<file path="config.mk">
export PLATFORM = sky130hd
export DESIGN_NAME = up_counter_ctrl_flat
export DESIGN_NICKNAME = d
export VERILOG_FILES = /design/src/rtl/up_counter_ctrl_if.sv /design/src/rtl/up_counter_ctrl.sv /design/src/flat_wrapper.sv
export SDC_FILE = /design/constraint.sdc
export NUM_CORES = 1
export LEC_CHECK = 0
export CORE_ASPECT_RATIO = 1.5
export CORE_MARGIN = 5
export CORE_UTILIZATION = 55
export DETAILED_ROUTE_END_ITERATION = 8
export DONT_BUFFER_PORTS = 1
export GPL_TIMING_DRIVEN = 0
export PLACE_DENSITY_LB_ADDON = 0.25
export SLEW_MARGIN = 0
export SYNTH_ARGS = -nofsm -noshare
export SYNTH_HDL_FRONTEND = slang
export SYNTH_SLANG_ARGS = --single-unit
export TNS_END_PERCENT = 5
</file>
<file path="constraint.sdc">
create_clock -name clk -period 1.85 [get_ports clk]
set_input_delay 0.185 -clock clk [delete_from_list [all_inputs] [get_ports clk]]
set_output_delay 0.185 -clock clk [all_outputs]
set_load 0.02 [all_outputs]
</file>
<file path="src/rtl/up_counter_ctrl_if.sv">
// Signal bundle between the timer control stage and its host/counter side.
// The slave modport is the control stage; the master modport drives commands and count feedback.
interface up_counter_ctrl_if #(
    parameter int WIDTH    = 8,
    parameter int PS_WIDTH = 8
);
    logic                start;
    logic                stop;
    logic                periodic;
    logic [PS_WIDTH-1:0] prescale;
    logic [WIDTH-1:0]    terminal;
    logic [WIDTH-1:0]    count_in;
    logic                cnt_enable;
    logic                cnt_clear;
    logic                busy;
    logic                done;
    logic                expired;

    modport master (
        output start, stop, periodic, prescale, terminal, count_in,
        input  cnt_enable, cnt_clear, busy, done, expired
    );

    modport slave (
        input  start, stop, periodic, prescale, terminal, count_in,
        output cnt_enable, cnt_clear, busy, done, expired
    );
endinterface

</file>
<file path="src/rtl/up_counter_ctrl.sv">
// Programmable timer control wrapped around an external 8-bit up counter:
// prescaler, terminal count, one-shot/periodic modes and start/stop commands.
module up_counter_ctrl #(
    parameter int WIDTH    = 8,
    parameter int PS_WIDTH = 8
) (
    input  logic               clk,
    input  logic               reset,
    up_counter_ctrl_if.slave   bus
);
    typedef enum logic [1:0] {
        S_IDLE = 2'd0,
        S_ARM  = 2'd1,
        S_RUN  = 2'd2,
        S_DONE = 2'd3
    } state_t;

    localparam logic [PS_WIDTH-1:0] PS_ONE = {{(PS_WIDTH-1){1'b0}}, 1'b1};

    state_t              state_q,     state_d;
    logic [PS_WIDTH-1:0] prescaler_q, prescaler_d;
    logic [PS_WIDTH-1:0] ps_lat_q,    ps_lat_d;
    logic [WIDTH-1:0]    term_lat_q,  term_lat_d;
    logic                per_lat_q,   per_lat_d;
    logic                done_q,      done_d;

    logic tick;
    logic term_evt;
    logic do_latch;
    logic cnt_enable_d;
    logic cnt_clear_d;

    assign tick     = (state_q == S_RUN) && (prescaler_q == ps_lat_q);
    assign term_evt = tick && (bus.count_in == term_lat_q);

    always_comb begin
        state_d      = state_q;
        prescaler_d  = '0;
        done_d       = 1'b0;
        cnt_enable_d = 1'b0;
        cnt_clear_d  = 1'b0;
        do_latch     = 1'b0;

        unique case (state_q)
            S_IDLE: begin
                if (bus.start && !bus.stop) begin
                    do_latch = 1'b1;
                    state_d  = S_ARM;
                end
            end
            S_ARM: begin
                if (bus.stop) begin
                    state_d = S_IDLE;
                end else begin
                    cnt_clear_d = 1'b1;
                    state_d     = S_RUN;
                end
            end
            S_RUN: begin
                if (bus.stop) begin
                    state_d = S_IDLE;
                end else begin
                    prescaler_d = tick ? '0 : (prescaler_q + PS_ONE);
                    if (term_evt) begin
                        // Periodic restarts by clearing the counter in the terminal cycle itself
                        done_d = 1'b1;
                        if (per_lat_q) begin
                            cnt_clear_d = 1'b1;
                        end else begin
                            state_d = S_DONE;
                        end
                    end else if (tick) begin
                        cnt_enable_d = 1'b1;
                    end
                end
            end
            S_DONE: begin
                if (bus.stop) begin
                    state_d = S_IDLE;
                end else if (bus.start) begin
                    do_latch = 1'b1;
                    state_d  = S_ARM;
                end
            end
            default: state_d = S_IDLE;
        endcase

        ps_lat_d   = do_latch ? bus.prescale : ps_lat_q;
        term_lat_d = do_latch ? bus.terminal : term_lat_q;
        per_lat_d  = do_latch ? bus.periodic : per_lat_q;
    end

    always_ff @(posedge clk or posedge reset) begin
        if (reset) begin
            state_q     <= S_IDLE;
            prescaler_q <= '0;
            ps_lat_q    <= '0;
            term_lat_q  <= '0;
            per_lat_q   <= 1'b0;
            done_q      <= 1'b0;
        end else begin
            state_q     <= state_d;
            prescaler_q <= prescaler_d;
            ps_lat_q    <= ps_lat_d;
            term_lat_q  <= term_lat_d;
            per_lat_q   <= per_lat_d;
            done_q      <= done_d;
        end
    end

    // Clear is forced while reset is held so the counter zeroes on any edge during reset
    assign bus.cnt_clear  = cnt_clear_d | reset;
    assign bus.cnt_enable = cnt_enable_d & ~reset;
    assign bus.busy       = (state_q == S_ARM) || (state_q == S_RUN);
    assign bus.expired    = (state_q == S_DONE);
    assign bus.done       = done_q;
endmodule
</file>
<file path="src/flat_wrapper.sv">
// flat-port wrapper written by rule: the top's interface ports become plain ports
module up_counter_ctrl_flat 
#(
    parameter int WIDTH    = 8,
    parameter int PS_WIDTH = 8
)
  (clk, reset, bus_start, bus_stop, bus_periodic, bus_prescale, bus_terminal, bus_count_in, bus_cnt_enable, bus_cnt_clear, bus_busy, bus_done, bus_expired);
  up_counter_ctrl_if #(.WIDTH(WIDTH), .PS_WIDTH(PS_WIDTH)) bus_i ();
  input  logic clk;
  input  logic reset;
  input wire logic [$bits(bus_i.start)-1:0] bus_start;
  input wire logic [$bits(bus_i.stop)-1:0] bus_stop;
  input wire logic [$bits(bus_i.periodic)-1:0] bus_periodic;
  input wire logic [$bits(bus_i.prescale)-1:0] bus_prescale;
  input wire logic [$bits(bus_i.terminal)-1:0] bus_terminal;
  input wire logic [$bits(bus_i.count_in)-1:0] bus_count_in;
  output wire logic [$bits(bus_i.cnt_enable)-1:0] bus_cnt_enable;
  output wire logic [$bits(bus_i.cnt_clear)-1:0] bus_cnt_clear;
  output wire logic [$bits(bus_i.busy)-1:0] bus_busy;
  output wire logic [$bits(bus_i.done)-1:0] bus_done;
  output wire logic [$bits(bus_i.expired)-1:0] bus_expired;
  assign bus_i.start = bus_start;
  assign bus_i.stop = bus_stop;
  assign bus_i.periodic = bus_periodic;
  assign bus_i.prescale = bus_prescale;
  assign bus_i.terminal = bus_terminal;
  assign bus_i.count_in = bus_count_in;
  assign bus_cnt_enable = bus_i.cnt_enable;
  assign bus_cnt_clear = bus_i.cnt_clear;
  assign bus_busy = bus_i.busy;
  assign bus_done = bus_i.done;
  assign bus_expired = bus_i.expired;
  up_counter_ctrl #(.WIDTH(WIDTH), .PS_WIDTH(PS_WIDTH)) u_core (.clk(clk), .reset(reset), .bus(bus_i));
endmodule
</file>
* Word-level counts from Yosys, hierarchy flattened
Index checks and enable logic that the tools add are counted.
** Cells by class
- Add/sub/neg operators :: 1
- Eq/ne operators :: 9
- Mux-type cells :: 27
- Bitwise logic cells :: 3
- Reductions and logical operators :: 7
** Operators with widths (number)
- $mux W8 :: 3
- $eq A8 B8 Y1 :: 2
- $mux W1 :: 14
- $mux W2 :: 7
- $add A8 B1 Y8 const B :: 1
- $pmux W2 S4 :: 1
- $ne A3 B3 Y1 const B :: 2
- $eq A2 B2 Y1 const B :: 2
- $pmux W1 S2 :: 2
- $reduce_and A4 Y1 :: 1
- $logic_and A1 B1 Y1 :: 3
- $ne A3 B2 Y1 const B :: 1
- $eq A2 B1 Y1 const B :: 1
- $logic_not A2 Y1 :: 1
- $ne A2 B1 Y1 const B :: 1
- $and A1 B1 Y1 :: 1
- $logic_not A1 Y1 :: 1
- $logic_or A1 B1 Y1 :: 1
- $not A1 Y1 :: 1
- $or A1 B1 Y1 :: 1
** Storage, ports and cells
- Bits in registers :: 28
- Input port bits :: 29
- Output and inout port bits :: 5
- Word-level logic and storage cells :: 53

* Depth between registers and ports, before layout
Gate-level depths: netlist of the first run.
- Depth after elaboration :: 7
- Depth in mapped cells :: 7
- Gate-level depth less buffers :: 7

* Least setup slack after synthesis of the first run
Ideal clock, no wire load.
- Path kind :: reg-to-reg
- Start point :: register u_core.state_q[1]
- End point :: register u_core.ps_lat_q[2]
- Setup time :: 0.125 ns
- Data arrival time :: 1.963 ns
- Required time :: 1.725 ns
- Slack :: -0.238 ns
- Stages on the path, launching flop included :: 7
- Path buffers :: 2
- Clock period less this slack :: 2.088 ns
- Path through :: dfrtp_1 > inv_1 > ha_1 > or4b_1 > buf_6 > buf_12 > mux2_4
** On the way
- Word-level cells in the longest chain between the ends :: 2
- Elaborated cells between the ends (all ways) :: 3
- Those cells by class :: eq/ne: 1; mux: 1; reduce/logical: 1
** RTL lines
- start: declaration :: line up_counter_ctrl.sv:20 : state_t state_q, state_d;
- start signal: assignment :: line up_counter_ctrl.sv:102 : state_q <= state_d;
- $eq A2 B2 Y1 or $logic_not A2 Y1 (tied branches) :: line up_counter_ctrl.sv:44 : unique case (state_q)
- $pmux W1 S2 * :: line up_counter_ctrl.sv:44
- end signal: assignment :: line up_counter_ctrl.sv:104 : ps_lat_q <= ps_lat_d;
- end: declaration :: line up_counter_ctrl.sv:22 : logic [PS_WIDTH-1:0] ps_lat_q, ps_lat_d;
Mark *: on every way between the ends. The rest lies on a longest branch, timed or not.
A chain may end at the register's enable or synchronous reset.

* Worst setup path after layout of the first run
- Start point :: register u_core.state_q[0]
- End point :: output port bus_cnt_clear
** On the way
- Word-level cells in the longest chain between the ends :: 7
- Elaborated cells between the ends (all ways) :: 8
- Those cells by class :: eq/ne: 2; mux: 3; bitwise: 1; reduce/logical: 2
** RTL lines
- $eq A2 B2 Y1 :: line up_counter_ctrl.sv:33, up_counter_ctrl.sv:44
- $logic_and A1 B1 Y1 :: line up_counter_ctrl.sv:33 : assign tick = (state_q == S_RUN) && (prescaler_q == ps_lat_q);
- $logic_and A1 B1 Y1 :: line up_counter_ctrl.sv:34 : assign term_evt = tick && (bus.count_in == term_lat_q);
- $mux W1 :: line up_counter_ctrl.sv:64 : if (term_evt) begin
- $mux W1 :: line up_counter_ctrl.sv:60 : if (bus.stop) begin
- $pmux W1 S2 * :: line up_counter_ctrl.sv:44
- $or A1 B1 Y1 * :: line up_counter_ctrl.sv:112 : assign bus.cnt_clear = cnt_clear_d | reset;
- end: declaration :: line flat_wrapper.sv:18 : output wire logic [$bits(bus_i.cnt_clear)-1:0] bus_cnt_clear;
Marks and branches as above.

==> impl_results.md, run 1 <==
* Outcome: finished, violations left
* Failing checks: negative setup slack
* Total track usage at 20.2%
* Total power at 2.69 mW
* Final nets at 196
* Die area at 3850 um2
* Initial antenna violation count at 0
* CP arrival at 1880 ps
* Post-synth EDFFs at 0
* Fmax at 484 MHz
* Longest Clk Path Bufs at 2
* Initial Util at 56.5%
* Final setup vio count at 20
* CP Class: reg2out
* P per Cell Area at 1360 nW/um2
* Die Y at 73.5 um
* Reg area at 702 um2
* Die width at 52.4 um
* Later-pin clock latency in the skew report at 280 ps
* Num CTS Buffers at 3
* DP HPWL at 1970 um
* Startpoint Class: register
* Placement Setup Slack at -198 ps
* Finished Layout Cells at 197
* Share of the yosys chip area belonging to registers at 47.3%
* Ys Warns at 0
* Final hold vios at 0
* Switch share at 32.5%
* TritonCTS clock tree: done
* Internal power at 1.82 mW
* Syn Nets at 155
* Clock Power Share at 14.1%
* Slew @ Worst Pin at 320 ps
* Routed Antenna Nets at 0
* Vias in the first global route at 1179
* Ratio of cells with drive above 1 in the final layout at 45.0%
* Max-cap violations at 0
* Worst rel slew slack at 78.6%
* Placement Rows at 23
* GPL Wtd Cong at 0.801
* Final WS setup at -215 ps
* Switching power at 0.875 mW
* Worst hold path type: in2reg
* Synthesized area per cell at 12.3 um2
* Synth Cell Area at 1480 um2
* Final-layout fill cell count at 168
* DP Area at 1540 um2
* DRC at 0
* Clock sink count at 28
* Max IR drop VDD at 0.835 mV
* Crit path max fanout at 3
* H-tree depth at 1
* WL/cell at 19.2 um
* Placed insts at 157
* Core region area at 2620 um2
* Commonest non-fill, non-tap cell in the layout: buf_4
* First-pass GRT wire length at 5540 um
* Initial DRC Count at 15
* Fin crit period at 2060 ps
* Commonest register cell after synthesis: dfrtp_1
* Final Instance Area at 1980 um2
* PortBufs at 0
* Synth Register Bits at 28
* Fin Clk Skew at 1.50 ps
* Ys async rst share at 100%
* Final hold slack at 44.7 ps
* Antenna fix cells at 0
* Synth top area cells: dfrtp_1 47%, mux2_4 10%, xnor2_1 10%
* Drt total wl at 3770 um
* Root Driver: clkbuf_8
* Ports at 34
* Seq pwr share at 36.8%
* CP endpoint kind: primary output
* Largest net degree at the start of global routing at 29
* Max-slew violation count at 0
* Hold path cells at 1
* Data required time of the critical path at 1660 ps
* Via count at 1060
* Leak at 0.930 nW
* Worst reg-to-reg path cell count at 6
* Multi-input logic area at 803 um2
* Grt total ovfl at 0
* Worst-path clk slew at 90 ps
* Mapped Cells at 120
* Core Util, Final at 75.8%
* RSZ-0062 raised after global routing: true
* Synth unique cells at 24
* Share of the synthesized area in the top cell type at 47.3%
* Commonest non-fill, non-tap cells in the layout: 28 x buf_4, 27 x dfrtp_1, 17 x xnor2_1
* Comb pwr share at 49.1%
* Synth area leader: dfrtp_1
* Final period utilization at 112%
* Setup TNS at -3040 ps
* Area Overhead vs Synth at 34.1%
* Via-per-instance ratio at 5.38
* Pre-Repair DR Iteration Count at 4
[metal layers]
| metal | GRT usage (%) | vias up | wire, um |
|---|---|---|---|
| met5 | 0 | - | 0 |
| met4 | 11.6 | 0 | 114 |
| met3 | 2.84 | 9 | 113 |
| met2 | 38.7 | 25 | 2210 |
| met1 | 19.6 | 534 | 1340 |
| li1 | - | 492 | - |
[cell usage after synthesis (all sizes together), types with 2 or more instances]
| cell | n |
|---|---|
| nand3 | 6 |
| buf | 2 |
| a21oi | 2 |
| nor4 | 2 |
| dfrtp | 28 |
| nor2 | 11 |
| nand2 | 2 |
| nand4 | 4 |
| and3 | 3 |
| xor2 | 5 |
| ha | 6 |
| mux2i | 2 |
| mux2 | 17 |
| xnor2 | 17 |
| o21ai | 3 |
| inv | 5 |
[worst paths after layout]
| path | start | end | slack, ps |
|---|---|---|---|
| setup / recovery | u_core.state_q[0] | bus_cnt_clear | -210 |
| hold reg to reg | u_core.term_lat_q[7] | u_core.term_lat_q[7] | 540 |
| setup reg to reg | u_core.state_q[1] | u_core.term_lat_q[4] | -190 |
| hold / removal | bus_terminal[0] | u_core.term_lat_q[0] | 40 |
| min in group asynchronous | reset | u_core.bus.done | 430 |
| max in group asynchronous | reset | u_core.prescaler_q[0] | 1250 |
[power by group through the flow]
stage / Sequential [mW] / Combinational, mW / Clock (mW)
after global routing: 1.01 / 1.39 / 0.414
final: 0.991 / 1.32 / 0.379
after global placement: 0.994 / 0.823 / 0
after floorplan: 0.955 / 0.747 / 0
after CTS: 0.981 / 1.17 / 0.388
after detailed placement: 1.00 / 0.846 / 0
[cell type report]
| class | count | share of cell area (%) |
|---|---|---|
| Buffer | 2 | 1.58 |
| Multi-Input combinational cell | 85 | 40.5 |
| Tap cell | 37 | 2.33 |
| Inverter | 5 | 1.13 |
| Clock buffer | 4 | 2.77 |
| Timing Repair Buffer | 36 | 16.3 |
| Sequential cell | 28 | 35.4 |
[kinds of logic after synthesis]
family	synth area share [%]
AO/OA/AOI/OAI	2.79
XOR/XNOR	13.0
adder cells (fa/ha/maj)	5.07
buffers and inverters	3.38
flip-flops	47.3
multiplexers	16.8
AND/OR/NAND/NOR	11.6
[state kept, by name (all words and copies together), names as in the netlist]
name,cells
u_core.per_lat_q,1
u_core.term_lat_q,8
u_core.prescaler_q,8
u_core.ps_lat_q,8
u_core.bus.done,1
u_core.state_q,2
[worst max-delay path, stage by stage, from the launching register on]
cell and delay (ps):
dfrtp_1 430, inv_2 100, buf_4 120, buf_4 110
ha_4 140, nand2_4 70, nor4_4 270, a311o_1 380
[timing repair]
item	4_1_cts	5_1_grt
gates resized for setup	16	5
hold endpoints to repair	28	0
hold buffers	2	0
buffers inserted	26	7
setup endpoints to repair	19	21
gates cloned	1	0
pin swaps	12	11
Note: power is estimated with default switching activity, not from simulation.
==> run 2: changes to the inputs <==
--- a/config.mk
+++ b/config.mk
@@ -5,9 +5,11 @@
 export SDC_FILE = /design/constraint.sdc
 export NUM_CORES = 1
 export LEC_CHECK = 0
+export CELL_PAD_IN_SITES_DETAIL_PLACEMENT = 1
+export CELL_PAD_IN_SITES_GLOBAL_PLACEMENT = 2
 export CORE_ASPECT_RATIO = 1.5
 export CORE_MARGIN = 5
-export CORE_UTILIZATION = 55
+export CORE_UTILIZATION = 36
 export DETAILED_ROUTE_END_ITERATION = 8
 export DONT_BUFFER_PORTS = 1
 export GPL_TIMING_DRIVEN = 0
==> impl_results.md, run 2 (synthesis results as in run 1) <==
* Outcome: finished, violations left
* Failing checks: negative setup slack
* Final setup vio count at 19 (-5.0%)
* CP Class: reg2reg
* Initial antenna violation count at 0 (unchanged)
* Pre-Repair DR Iteration Count at 4 (unchanged)
* Hold path cells at 1 (unchanged)
* Grt total ovfl at 0 (unchanged)
* Clock sink count at 28 (unchanged)
* Startpoint Class: register
* Via count at 932 (-12%)
* Ports at 34 (unchanged)
* Reg2reg end: u_core.term_lat_q[0]
* Worst reg2reg startpoint: u_core.state_q[1]
* Die width at 62.4 um (+19%)
* Final hold vios at 0 (unchanged)
* P per Cell Area at 1310 nW/um2 (-3.2%)
* CP endpoint kind: register
* Die Y at 88.5 um (+20%)
* Antenna fix cells at 0 (unchanged)
* Commonest non-fill, non-tap cell in the layout: dfrtp_1
* Reg2Reg Setup Slack at -130 ps (+60 ps)
* Later-pin clock latency in the skew report at 270 ps (about the same)
* WP buf/inv at 3 (unchanged)
* Hold endpoint: u_core.ps_lat_q[3]
* Slew @ Worst Pin at 339 ps (+18.8 ps)
* Num CTS Buffers at 3 (unchanged)
* Worst reg-to-reg path cell count at 6 (unchanged)
* Commonest non-fill, non-tap cells in the layout: 27 x dfrtp_1, 16 x xnor2_1, 13 x buf_4
* Root Driver: clkbuf_8
* Critical path's slowest cell: or4b_4
* Biggest regs: u_core.prescaler_q: 8 flops, u_core.ps_lat_q: 8 flops, u_core.term_lat_q: 8 flops
* CP cell instances: inv_2, ha_4, or4b_4, buf_6, buf_12, mux2_4
* Leak at 0.807 nW (-13%)
* PortBufs at 0 (unchanged)
* GPL Wtd Cong at 0.745 (-7.0%)
* RSZ-0062 raised after global routing: true
* Placement Rows at 28 (+22%)
* Final WS setup at -126 ps (+88.2 ps)
* H-tree depth at 1 (unchanged)
* Hold_sp: bus_prescale[3]
* Crit path max fanout at 10 (+7)
* Worst hold path type: in2reg
* DP HPWL at 2240 um (+14%)
* Placement Setup Slack at -215 ps (-16.3 ps)
* Via-per-instance ratio at 5.01 (-6.9%)
* Die area at 5520 um2 (+43%)
* Max-cap violations at 0 (unchanged)
* Fmax at 506 MHz (+4.5%)
* Area Overhead vs Synth at 21.7%
* Setup TNS at -1790 ps (+1250 ps)
* Ratio of cells with drive above 1 in the final layout at 36.9% (-8.1 points)
* Vias in the first global route at 1110 (-5.9%)
* Initial DRC Count at 28 (+13)
* Family with the most delay on the worst path: simple AND/OR/NAND/NOR gates
* Max-slew violation count at 0 (unchanged)
* Fin Clk Skew at 3.83 ps (+2.33 ps)
* Largest net degree at the start of global routing at 29 (unchanged)
* TritonCTS clock tree: done
* WL/cell at 17.1 um (-11%)
* Drt total wl at 3170 um (-16%)
* Final nets at 177 (-9.7%)
* DRC at 0 (unchanged)
* First-pass GRT wire length at 5180 um (-6.5%)
* Core region area at 3960 um2 (+51%)
* Worst rel slew slack at 77.2% (-1.4 points)
* Slowest stage delay, CP at 520 ps (+90 ps)
* Routed Antenna Nets at 0 (unchanged)
* CP arrival at 2140 ps (+260 ps)
* Max IR drop VDD at 0.809 mV (-3.1%)
* Data required time of the critical path at 2010 ps (+350 ps)
* Fin crit period at 1980 ps (-88.2 ps)
* Final period utilization at 107% (-4.8 points)
* Worst-path clk slew at 90 ps (about the same)
* Longest Clk Path Bufs at 2 (unchanged)
* Total track usage at 11.9% (-8.4 points)
* Initial Util at 37.4% (-19 points)
[run 2: per-layer routing]
metal,up-vias,track usage (%),part of all wire (%)
li1,456,-,-
met1,464,11.9,38
met2,10,24.2,59
met3,2,2.29,2.4
met4,0,3.47,0.73
met5,-,0,0
[run 2: stage by stage]
stage	instance area, um2	total power, mW	util [%]	hold WS [ps]	std cells
5_1_grt	1800	2.52	45.5	40.2	186
4_1_cts	1790	2.38	45.1	49.9	185
2_1_floorplan	1490	1.70	-	256	120
3_3_place_gp	1550	1.83	39.1	335	165
3_5_place_dp	1550	1.86	39.1	336	165
6_report	1800	2.37	45.5	58.3	186
[run 2: what timing repair did]
item,in CTS,in global routing
hold buffers,2,0
pin swaps,7,5
hold endpoints to repair,28,0
gates cloned,0,0
endpoints found under the setup margin,19,19
gates resized for setup,12,1
setup buffers,14,1
[run 2: worst max path at each step]
stage / startpoint / slack, ps / endpoint / cells past startpoint
4_1_cts: u_core.prescaler_q[5] / -130 / bus_cnt_clear / 5
5_1_grt: u_core.ps_lat_q[1] / -240 / bus_cnt_clear / 5
6_report: u_core.state_q[1] / -130 / u_core.term_lat_q[0] / 6
3_3_place_gp: u_core.state_q[1] / -190 / u_core.ps_lat_q[3] / 6
2_1_floorplan: u_core.state_q[1] / -90 / u_core.ps_lat_q[2] / 6
3_5_place_dp: u_core.state_q[1] / -210 / u_core.term_lat_q[0] / 6
[run 2: final cells by class]
cell class,count,area (um2)
Fill cell,427,2160
Buffer,2,31.3
Sequential cell,28,702
Inverter,5,22.5
Tap cell,45,56.3
Multi-Input combinational cell,85,785
Clock buffer,4,55.1
Timing Repair Buffer,17,150
[run 2: power by group]
part / switching, mW / internal (mW)
logic: 0.393 / 0.614
registers: 0.167 / 0.823
clock network: 0.179 / 0.190
total: 0.739 / 1.63
